$ cat config.mk
export PLATFORM = sky130hd
export DESIGN_NAME = fb_output_arbiter
export DESIGN_NICKNAME = d
export VERILOG_FILES = /design/src/rtl/fb_output_arbiter.sv
export SDC_FILE = /design/constraint.sdc
export NUM_CORES = 1
export LEC_CHECK = 0
export CELL_PAD_IN_SITES_DETAIL_PLACEMENT = 1
export CELL_PAD_IN_SITES_GLOBAL_PLACEMENT = 1
export CORE_AREA = 2 2 69 71
export DETAILED_ROUTE_END_ITERATION = 12
export DIE_AREA = 0 0 71 73
export GPL_TIMING_DRIVEN = 0
export PLACE_DENSITY_LB_ADDON = 0.3
export SLEW_MARGIN = 20
export SYNTH_ARGS = -nofsm -noshare
export SYNTH_HDL_FRONTEND = slang
export SYNTH_HIERARCHICAL = 1
export SYNTH_SLANG_ARGS = --single-unit
$ cat constraint.sdc
create_clock -name clk -period 5 [get_ports clk]
set_input_delay 1 -clock clk [delete_from_list [all_inputs] [get_ports clk]]
set_output_delay 1 -clock clk [all_outputs]
set_load 0.01 [all_outputs]
$ cat src/rtl/fb_output_arbiter.sv
// Round-robin wormhole arbiter for one router output port: locks one input
// buffer from head to tail flit. Define FB_ARB_STATS_EN to add flit/stall counters.
module fb_output_arbiter #(
    parameter int NUM_IN   = 4,
    parameter int DATA_W   = 8,
    parameter int TAIL_BIT = 0
) (
    input  logic                       clk,
    input  logic                       rst,
    input  logic [NUM_IN-1:0]          in_empty,
    input  logic [NUM_IN-1:0]          in_req,
    input  logic [0:NUM_IN*DATA_W-1]   in_data,
    output logic [NUM_IN-1:0]          in_rd_en,
    input  logic                       out_almost_full,
    output logic                       out_wr_en,
    output logic [0:DATA_W-1]          out_data,
    output logic [NUM_IN-1:0]          grant,
    output logic                       busy
`ifdef FB_ARB_STATS_EN
   ,output logic [15:0]                flit_cnt,
    output logic [15:0]                stall_cnt
`endif
);

    localparam int PTR_W = $clog2(NUM_IN);
    localparam logic [0:0] IDLE = 1'b0;
    localparam logic [0:0] LOCK = 1'b1;

    logic [0:0]                      state;
    logic [PTR_W-1:0]                rr_ptr;
    logic [PTR_W-1:0]                g_idx;
    logic [NUM_IN-1:0]               elig;
    logic [NUM_IN-1:0]               avail_v;
    logic [NUM_IN-1:0]               win_oh;
    logic [PTR_W-1:0]                win_idx;
    logic [PTR_W-1:0]                cand;
    logic                            win_found;
    logic                            fire;
    logic                            tail;
    logic [NUM_IN-1:0][0:DATA_W-1]   lane_data;

    function automatic logic [PTR_W-1:0] wrap_add(input logic [PTR_W-1:0] p, input int k);
        int s;
        s = int'(p) + k;
        if (s >= NUM_IN) s = s - NUM_IN;
        return PTR_W'(s);
    endfunction

    for (genvar i = 0; i < NUM_IN; i++) begin : g_lane
        fb_output_arbiter_lane #(.DATA_W(DATA_W)) u_lane (
            .gnt      (grant[i]),
            .req      (in_req[i]),
            .empty    (in_empty[i]),
            .fire     (fire),
            .data     (in_data[i*DATA_W +: DATA_W]),
            .elig     (elig[i]),
            .avail    (avail_v[i]),
            .rd_en    (in_rd_en[i]),
            .data_sel (lane_data[i])
        );
    end

    // grant is one-hot, so OR-ing the masked lanes is the slice mux
    always_comb begin
        out_data = '0;
        for (int i = 0; i < NUM_IN; i++) out_data = out_data | lane_data[i];
    end

    assign busy      = (state == LOCK);
    assign fire      = busy & ~rst & (|avail_v) & ~out_almost_full;
    assign out_wr_en = fire;
    assign tail      = out_data[TAIL_BIT];

    // first eligible input at or after rr_ptr, wrapping modulo NUM_IN
    always_comb begin
        win_oh    = '0;
        win_idx   = '0;
        win_found = 1'b0;
        cand      = '0;
        for (int k = 0; k < NUM_IN; k++) begin
            cand = wrap_add(rr_ptr, k);
            if (!win_found && elig[cand]) begin
                win_oh[cand] = 1'b1;
                win_idx      = cand;
                win_found    = 1'b1;
            end
        end
    end

    always_ff @(posedge clk) begin
        if (rst) begin
            state  <= IDLE;
            grant  <= '0;
            rr_ptr <= '0;
            g_idx  <= '0;
        end else begin
            case (state)
                IDLE: if (win_found) begin
                    state <= LOCK;
                    grant <= win_oh;
                    g_idx <= win_idx;
                end
                LOCK: if (fire && tail) begin
                    state  <= IDLE;
                    grant  <= '0;
                    rr_ptr <= wrap_add(g_idx, 1);
                end
                default: state <= IDLE;
            endcase
        end
    end

`ifdef FB_ARB_STATS_EN
    always_ff @(posedge clk) begin
        if (rst) begin
            flit_cnt  <= '0;
            stall_cnt <= '0;
        end else begin
            if (fire && flit_cnt != 16'hFFFF) flit_cnt <= flit_cnt + 16'd1;
            if (busy && !fire && stall_cnt != 16'hFFFF) stall_cnt <= stall_cnt + 16'd1;
        end
    end
`endif

endmodule

// Per-input slice: eligibility, pop strobe and grant-masked head flit.
module fb_output_arbiter_lane #(
    parameter int DATA_W = 8
) (
    input  logic              gnt,
    input  logic              req,
    input  logic              empty,
    input  logic              fire,
    input  logic [0:DATA_W-1] data,
    output logic              elig,
    output logic              avail,
    output logic              rd_en,
    output logic [0:DATA_W-1] data_sel
);
    assign elig     = req & ~empty;
    assign avail    = gnt & ~empty;
    assign rd_en    = gnt & fire;
    assign data_sel = gnt ? data : '0;
endmodule
Word level (Yosys, flattened, before mapping)

Index checks and enable logic that the tools add are counted.

Input port bits: 43
Bits in registers: 9

$lt $le $gt $ge: 13
Reductions and logical operators: 15
Add/subtract/negate cells: 9
Equality and inequality tests: 2
Muxes and demuxes: 43
Bitwise operators: 28

Operators by type and width:

| cell                                                               | count |
|---|---|
| 2-to-1 mux 8 bit                                                   | 4 |
| 2-to-1 mux 4 bit                                                   | 6 |
| bitwise OR 8 bit                                                   | 3 |
| 2-to-1 mux 2 bit                                                   | 9 |
| bitwise AND 1 bit                                                  | 15 |
| 2-to-1 mux 1 bit                                                   | 14 |
| greater-or-equal comparator 3 bit (second input constant)          | 4 |
| less-than comparator 2 x 3 -> 1 bit (second input constant)        | 4 |
| bitwise OR 4 bit                                                   | 3 |
| subtractor 2 x 1 -> 2 bit (second input constant)                  | 5 |
| binary-select mux 1 bit (select 2 bit)                             | 4 |
| demux 1 bit (select 2 bit)                                         | 4 |
| greater-or-equal comparator 2 x 1 -> 1 bit (second input constant) | 4 |
| logical AND 1 bit                                                  | 8 |
| one-hot mux 4 bit (2 select lines)                                 | 1 |
| inverter 1 bit                                                     | 7 |
| adder 2 x 1 -> 3 bit (second input constant)                       | 2 |
| adder 2 x 2 -> 3 bit (second input constant)                       | 2 |
| AND reduction 2 bit                                                | 3 |
| OR reduction 4 bit                                                 | 1 |
| greater-or-equal comparator 2 x 3 -> 1 bit (second input constant) | 1 |
| zero test 1 bit                                                    | 3 |
| inequality test 2 x 1 -> 1 bit (second input constant)             | 1 |
| inequality test 2 bit (second input constant)                      | 1 |
| one-hot mux 1 bit (2 select lines)                                 | 1 |

Logic depth before layout (Yosys ltp)

Gate-level depths: netlist of run 1.

Depth after elaboration: 16
Gate-level depth with buffers: 8
Gate-level depth less buffers: 7

Cells and area by module

The synthesis of run 1 kept the hierarchy.

By module, submodules not included:

| module                 | cells each | sequential area each (µm²) | instances | area an instance (µm²) |
|---|---|---|---|---|
| fb_output_arbiter      | 124        | 180.2                      | 1         | 1024.7 |
| fb_output_arbiter_lane | 11         | 0.0                        | 4         | 82.6 |

Least setup slack after synthesis of run 1

Ideal clock, no wire load.

Kind: input-to-output
Start: in in_empty[0]
End: out in_rd_en[0]
Data required time: 4.000 ns
Cell stages on the path: 4
Buffers on the path: 0
Data arrival time: 2.190 ns
Setup slack: 1.810 ns
Cell sequence: and2b_2 -> or4_1 -> nor4bb_1 -> and2_2

Cells in the longest elaborated chain, start to end: 6

RTL lines:

| item                           | RTL line | text |
|---|---|---|
| from (decl)                    | 10       | `input logic [NUM_IN-1:0] in_empty,` |
| inverter 1 bit                 | 142      | `assign avail = gnt & ~empty;` |
| bitwise AND 1 bit              | 142      |  |
| OR reduction 4 bit             | 70       | `assign fire = busy & ~rst & (\|avail_v) & ~out_almost_full;` |
| bitwise AND 1 bit (2 in a row) | 70       |  |
| named net out_wr_en            | 15       | `output logic out_wr_en,` |
| bitwise AND 1 bit              | 143      | `assign rd_en = gnt & fire;` |
| to (decl)                      | 13       | `output logic [NUM_IN-1:0] in_rd_en,` |

The timed path passes the listed nets, and every way through them passes these cells.

Worst setup path in the final report of run 1

Start: in rst
End: out in_rd_en[0]

Cells in the longest elaborated chain, start to end: 5

RTL lines:

| item                           | RTL line | text |
|---|---|---|
| from (decl)                    | 9        | `input logic rst,` |
| inverter 1 bit                 | 70       |  |
| bitwise AND 1 bit (3 in a row) | 70       |  |
| bitwise AND 1 bit              | 143      |  |

No other way between the ends.

==> results.sh, run 1 <==
export IMPL_drt_first_pass_iters=4
export IMPL_area_delta_synth_final_pct=52.6
export IMPL_maxSlewViolCount=0
export IMPL_synthTopCellsByArea="and2_2, dfxtp_1, ha_1"
export IMPL_gr_usage_met2_pct=30.5
export IMPL_post_route_drc_count=0
export IMPL_cp_arrival_ns=3.23
export IMPL_drtAntennaViolNets=0
export IMPL_drive_gt1_share_pct=26.7
export IMPL_r2r_start="rr_ptr[0]"
export IMPL_grt_pass1_vias=1506
export IMPL_h_tree_depth=1
export IMPL_antenna_found_initial=0
export IMPL_crit_fanout=10
export IMPL_p_leak_uw=0.000811
export IMPL_power_clock_fraction_pct=23.3
export IMPL_cp_data_required_time_ns=4.00
export IMPL_start_util_pct=29.9
export IMPL_stdcell_area_mm2=0.00207
export IMPL_pin_count=61
export IMPL_insertion_delay_ns=0.23
export IMPL_peakVddDrop_mv=0.0686
export IMPL_die_area_mm2=0.00518
export IMPL_grtUsageMet3_pct=1.52
export IMPL_top_usage_layer="met2"
export IMPL_fmax_ghz=0.237
export IMPL_synth_top_area_cell="and2_2"
export IMPL_synthCells=168
export IMPL_holdBufCountCts=0
export IMPL_relSlewSlack_pct=51.7
export IMPL_vias_per_cell=5.07
export IMPL_synth_top_cell_area_share_pct=19.9
export IMPL_worstSetupStartpoint="rst"
export IMPL_worstHoldStart="g_idx[0]"
export IMPL_worst_slew_pin_slew_ns=0.715
export IMPL_setup_viol=0
export IMPL_hpwl_mm=3.47
export IMPL_die_width_um=71
export IMPL_seq_power_share_pct=26.7
export IMPL_whs_ns=0.568
export IMPL_cts_tree="done"
export IMPL_vias=1449
export IMPL_grt_max_degree=13
export IMPL_fin_nets=283
export IMPL_powerDensity_mw_per_mm2=173
export IMPL_yosysSeqAreaShare_pct=13.3
export IMPL_wire_per_inst_um=15.3
export IMPL_cts_sinks=9
export IMPL_coreArea_mm2=0.00454
export IMPL_drt_iter0_drc=25
export IMPL_cts_root_buf="clkbuf_8"
export IMPL_fillers=564
export IMPL_worstSetupEndpointType="output port"
export IMPL_switchingPower_uw=113
export IMPL_post_cts_setup_buffer_count=0
export IMPL_tns_ns=0
export IMPL_numCtsBuffers=3
export IMPL_diodes=0
export IMPL_grt_pass1_wl_mm=7.25
export IMPL_yosysWarnings=6
export IMPL_finalWirelength_mm=4.38
export IMPL_rsz0062_at_grt="false"
export IMPL_dp_cells=282
export IMPL_row_count=25
export IMPL_crit_type="primary input to output port"
export IMPL_syn_num_nets=218
export IMPL_ys_types=42
export IMPL_hold_viol=0
export IMPL_clockBufferDepth=2
export IMPL_grtUsageMet1_pct=22.8
export IMPL_r2r_setup_slack_ns=2.39
export IMPL_fin_cells=286
export IMPL_cts_resized=0
export IMPL_syn_area_mm2=0.00136
export IMPL_clkTransAtPathRegs_ns=0.04
export IMPL_fin_crit_ns=4.23
export IMPL_avgSynthCellArea_um2=8.07
export IMPL_fin_skew_ns=0.00344
export IMPL_p_comb_share_pct=50.0
export IMPL_gr_total_overflow=0
export IMPL_status="finished clean"
export IMPL_power_share_switching_pct=31.6
export IMPL_worstHoldPathType="flop to flop"
export IMPL_port_buffer_count=60
export IMPL_synth_seq_cells=9
export IMPL_gp_congestion=0.879
export IMPL_drv_cap=0
export IMPL_critPathLaunchType="primary input"
export IMPL_die_h_um=73
export IMPL_grt_use_total_pct=17.4
export IMPL_intPower_uw=244
export IMPL_placed_cell_area_mm2=0.00202
export IMPL_finalCritPeriodShare_pct=84.5
export IMPL_power_uw=357
path summary, 6_finish.rpt:
kind                            depth (start not counted)           to
worst max-delay path                                    5  in_rd_en[0]
worst min-delay path                                    2     g_idx[0]
worst max register to register                          8     grant[2]
worst min register to register                          2     g_idx[0]
power groups by stage:
| stage | Clock, uW | Combinational [uW] | Sequential [uW] |
|---|---|---|---|
| finish | 83.1 | 179 | 95.1 |
| global route | 87.0 | 196 | 98.1 |
| CTS | 85.1 | 180 | 95.7 |
| detailed placement | 0 | 179 | 97.0 |
| global placement | 0 | 176 | 97.5 |
| floorplan | 0 | 92.8 | 91.9 |
layout make-up:
cell class | count | area (um^2) | area share [%]
multi-input combinational | 145 | 1090 | 52.8
timing repair buffer | 60 | 601 | 29.0
sequential | 9 | 180 | 8.71
buffer | 10 | 68.8 | 3.33
tap | 54 | 67.6 | 3.27
clock buffer | 4 | 45.0 | 2.18
inverter | 4 | 15.0 | 0.726
state kept, by name, summed over array words and instances, names as in the netlist:
signal and cells:
rr_ptr 2, grant 4, g_idx 2, busy 1
metal layers:
layer,share of wire [%],wire (um),up-vias
met4,1.0,44,0
met3,4.8,212,4
met2,43,1900,56
li1,-,-,731
met5,0,0,-
met1,51,2220,658
synthesized netlist by cell type (all sizes together):
library cell / number
o31ai: 3
xor2: 1
and2b: 5
inv: 4
nor4: 1
a22oi: 1
and3b: 2
mux2i: 4
nand4b: 1
a211oi: 1
o21ai: 9
o211ai: 5
nor4bb: 1
nand3: 1
or4: 9
nor2: 13
nor2b: 4
a21oi: 10
ha: 7
clkbuf: 2
a31o: 4
buf: 8
dfxtp: 9
nand2: 5
nor3b: 5
or3: 1
and2: 38
nand3b: 1
a311oi: 5
a21o: 1
nor3: 3
mux2: 3
a31oi: 1
layout by cell type (no fill, tap or decap), drive strengths merged:
master	instances
nor3	3
and2b	5
nor3b	5
xor2	1
a22oi	1
mux2	3
and2	38
inv	4
a211oi	1
ha	7
nor4bb	1
nor2b	4
nand3	1
or4	9
buf	8
or3	1
clkbuf	6
a31oi	1
o21ai	9
nand3b	1
nor4	1
nand4b	1
a311oi	5
and3b	2
mux2i	4
dfxtp	9
clkdlybuf4s50	60
a31o	4
nand2	5
a21oi	10
a21o	1
o211ai	5
o31ai	3
nor2	13
stage by stage:
stage / setup slack (ns) / utilization (%)
floorplan: 1.81 / -
global placement: 0.740 / 44.6
detailed placement: 0.703 / 44.6
CTS: 0.708 / 45.6
global route: 0.535 / 45.6
finish: 0.773 / 45.6
logic make-up after synthesis:
group                      Yosys count  share of synthesized area, %
xor gates and xnor gates             1                         0.646
muxes                                7                          6.93
buffers and inverters               14                          6.19
and+or+nand+nor                     90                          44.4
AOI/OAI and AO/OA                   40                          22.1
adders and majority gates            7                          6.46
DFF                                  9                          13.3
worst max-delay path, stage by stage:
cell and delay (ns):
clkdlybuf4s50_1 0.45, clkbuf_1 0.29, nor4bb_1 0.71, and2_2 0.25, clkdlybuf4s50_1 0.53
Power figures use the tool's default switching activity.
==> run 2, diff against run 1 <==
CORE_AREA = 2 2 74 76   (was 2 2 69 71)
DIE_AREA = 0 0 76 78   (was 0 0 71 73)
clock period = 3.4 ns   (was 5 ns; I/O delays follow)
==> run 2 against run 1 <==
Combinational power increased by 48%. Total power rose by 48%. Sequential power increased by 46%. Via count is 3.9% higher. Wire length up 2.2%. Critical path depth did not move.
==> results.sh, run 2 (synthesized netlist as in run 1, its figures left out) <==
export IMPL_r2r_setup_slack_ns=0.80
export IMPL_clockBufferDepth=2
export IMPL_setup_viol=0
export IMPL_reg_largest_list="grant x4, g_idx x2, rr_ptr x2"
export IMPL_status="finished clean"
export IMPL_crit_fanout=5
export IMPL_finalCritPeriodShare_pct=98.1
export IMPL_wire_per_inst_um=14.8
export IMPL_grt_pass1_vias=1567
export IMPL_hpwl_mm=3.57
export IMPL_gr_total_overflow=0
export IMPL_antenna_found_initial=0
export IMPL_powerDensity_mw_per_mm2=253
export IMPL_critPathLaunchType="primary input"
export IMPL_h_tree_depth=1
export IMPL_final_common_cell="clkdlybuf4s50_1"
export IMPL_cp_endpoint="out_wr_en"
export IMPL_rsz0062_at_grt="false"
export IMPL_relSlewSlack_pct=58.4
export IMPL_worstSetupEndpointType="output port"
export IMPL_reg2reg_to="grant[0]"
export IMPL_cp_data_required_time_ns=2.72
export IMPL_port_buffer_count=60
export IMPL_crit_type="primary input to output port"
export IMPL_cp_arrival_ns=2.66
export IMPL_largest_reg_flops=4
export IMPL_worstRegToRegCells=8
export IMPL_drv_cap=0
export IMPL_final_cell_mix="clkdlybuf4s50_1, and2_2, nor2_1"
export IMPL_worst_slew_pin_slew_ns=0.624
export IMPL_area_delta_synth_final_pct=54.2
export IMPL_cts_sinks=9
export IMPL_post_route_drc_count=0
export IMPL_vias=1505
export IMPL_coreArea_mm2=0.00504
export IMPL_vias_per_cell=4.98
export IMPL_die_area_mm2=0.00593
export IMPL_numCtsBuffers=3
export IMPL_die_h_um=78
export IMPL_insertion_delay_ns=0.23
export IMPL_fin_skew_ns=0.00373
export IMPL_pin_count=61
export IMPL_fin_crit_ns=3.34
export IMPL_die_width_um=76
export IMPL_grt_pass1_wl_mm=8.05
export IMPL_fmax_ghz=0.300
export IMPL_worstSetupStartpoint="in_empty[1]"
export IMPL_post_cts_setup_buffer_count=0
export IMPL_drt_first_pass_iters=3
export IMPL_top_register="grant"
export IMPL_cts_root_buf="clkbuf_8"
export IMPL_diodes=0
export IMPL_p_leak_uw=0.000830
export IMPL_fin_cells=302
export IMPL_grt_max_degree=13
export IMPL_hold_viol=0
export IMPL_start_util_pct=26.9
export IMPL_hold_depth=2
export IMPL_holdBufCountCts=0
export IMPL_gp_congestion=0.802
export IMPL_drtAntennaViolNets=0
export IMPL_worstHoldPathType="flop to flop"
export IMPL_drive_gt1_share_pct=27.2
export IMPL_peakVddDrop_mv=0.103
export IMPL_grt_use_total_pct=16.5
export IMPL_fin_util_pct=41.4
export IMPL_r2r_start="rr_ptr[0]"
export IMPL_clkTransAtPathRegs_ns=0.04
export IMPL_dp_cells=298
export IMPL_row_count=26
export IMPL_drt_iter0_drc=29
export IMPL_cts_tree="done"
export IMPL_power_uw=528
export IMPL_maxSlewViolCount=0
export IMPL_fin_nets=283
export IMPL_finalWirelength_mm=4.47
## run 2: changes by cell type in the layout (fill, tap and decap cells not counted), sizes merged
cell           change
dlygate4sd2        +4
clkdlybuf4s50      -4
## run 2: power by group
part,internal (uW),switching (uW)
clock,81.7,42.4
combinational,161,103
sequential,116,22.7
## run 2: how the worst min path moves through the flow
stage          startpoint       end  slack, ns
6_report             busy      busy       0.56
5_1_grt          g_idx[0]  g_idx[0]       0.62
4_1_cts              busy      busy       0.56
3_5_place_dp         busy      busy       0.55
3_3_place_gp         busy      busy       0.54
2_1_floorplan    g_idx[0]  g_idx[0]       0.54
## run 2: routing by layer
layer	share of wire [%]	up-vias	track usage, %
met1	46	710	20.3
met4	1.3	0	5.09
li1	-	735	-
met5	0	-	0
met2	47	54	29.4
met3	5.7	6	2.91
## run 2: cell type report
| cell class | instances | area, um^2 |
|---|---|---|
| clock buffer | 4 | 45.0 |
| buffer | 10 | 68.8 |
| timing repair buffer | 60 | 596 |
| sequential | 9 | 180 |
| inverter | 4 | 15.0 |
| multi-input combinational | 145 | 1100 |
| tap | 70 | 87.6 |
| fill | 616 | 2950 |
## run 2: worst max-delay path, cell delays in order
cell and delay, ns:
clkdlybuf4s50_1 0.47, and2b_2 0.21, or4_1 0.54, nor4bb_2 0.22, clkdlybuf4s50_1 0.54
## run 2: stage by stage
step / setup slack, ns / area, um^2 / TNS (ns) / hold WS, ns
2_1_floorplan: 0.850 / 1360 / 0 / 0.535
5_1_grt: 0.00806 / 2090 / 0 / 0.616
4_1_cts: 0.0421 / 2090 / 0 / 0.562
3_3_place_gp: -0.104 / 2040 / -0.410 / 0.543
6_report: 0.0633 / 2090 / 0 / 0.555
3_5_place_dp: -0.137 / 2040 / -0.560 / 0.555
## run 2: what timing repair did
item                                    CTS  global route
hold endpoints to repair                  0             0
endpoints found under the setup margin    5             0
resized for setup                         5             0
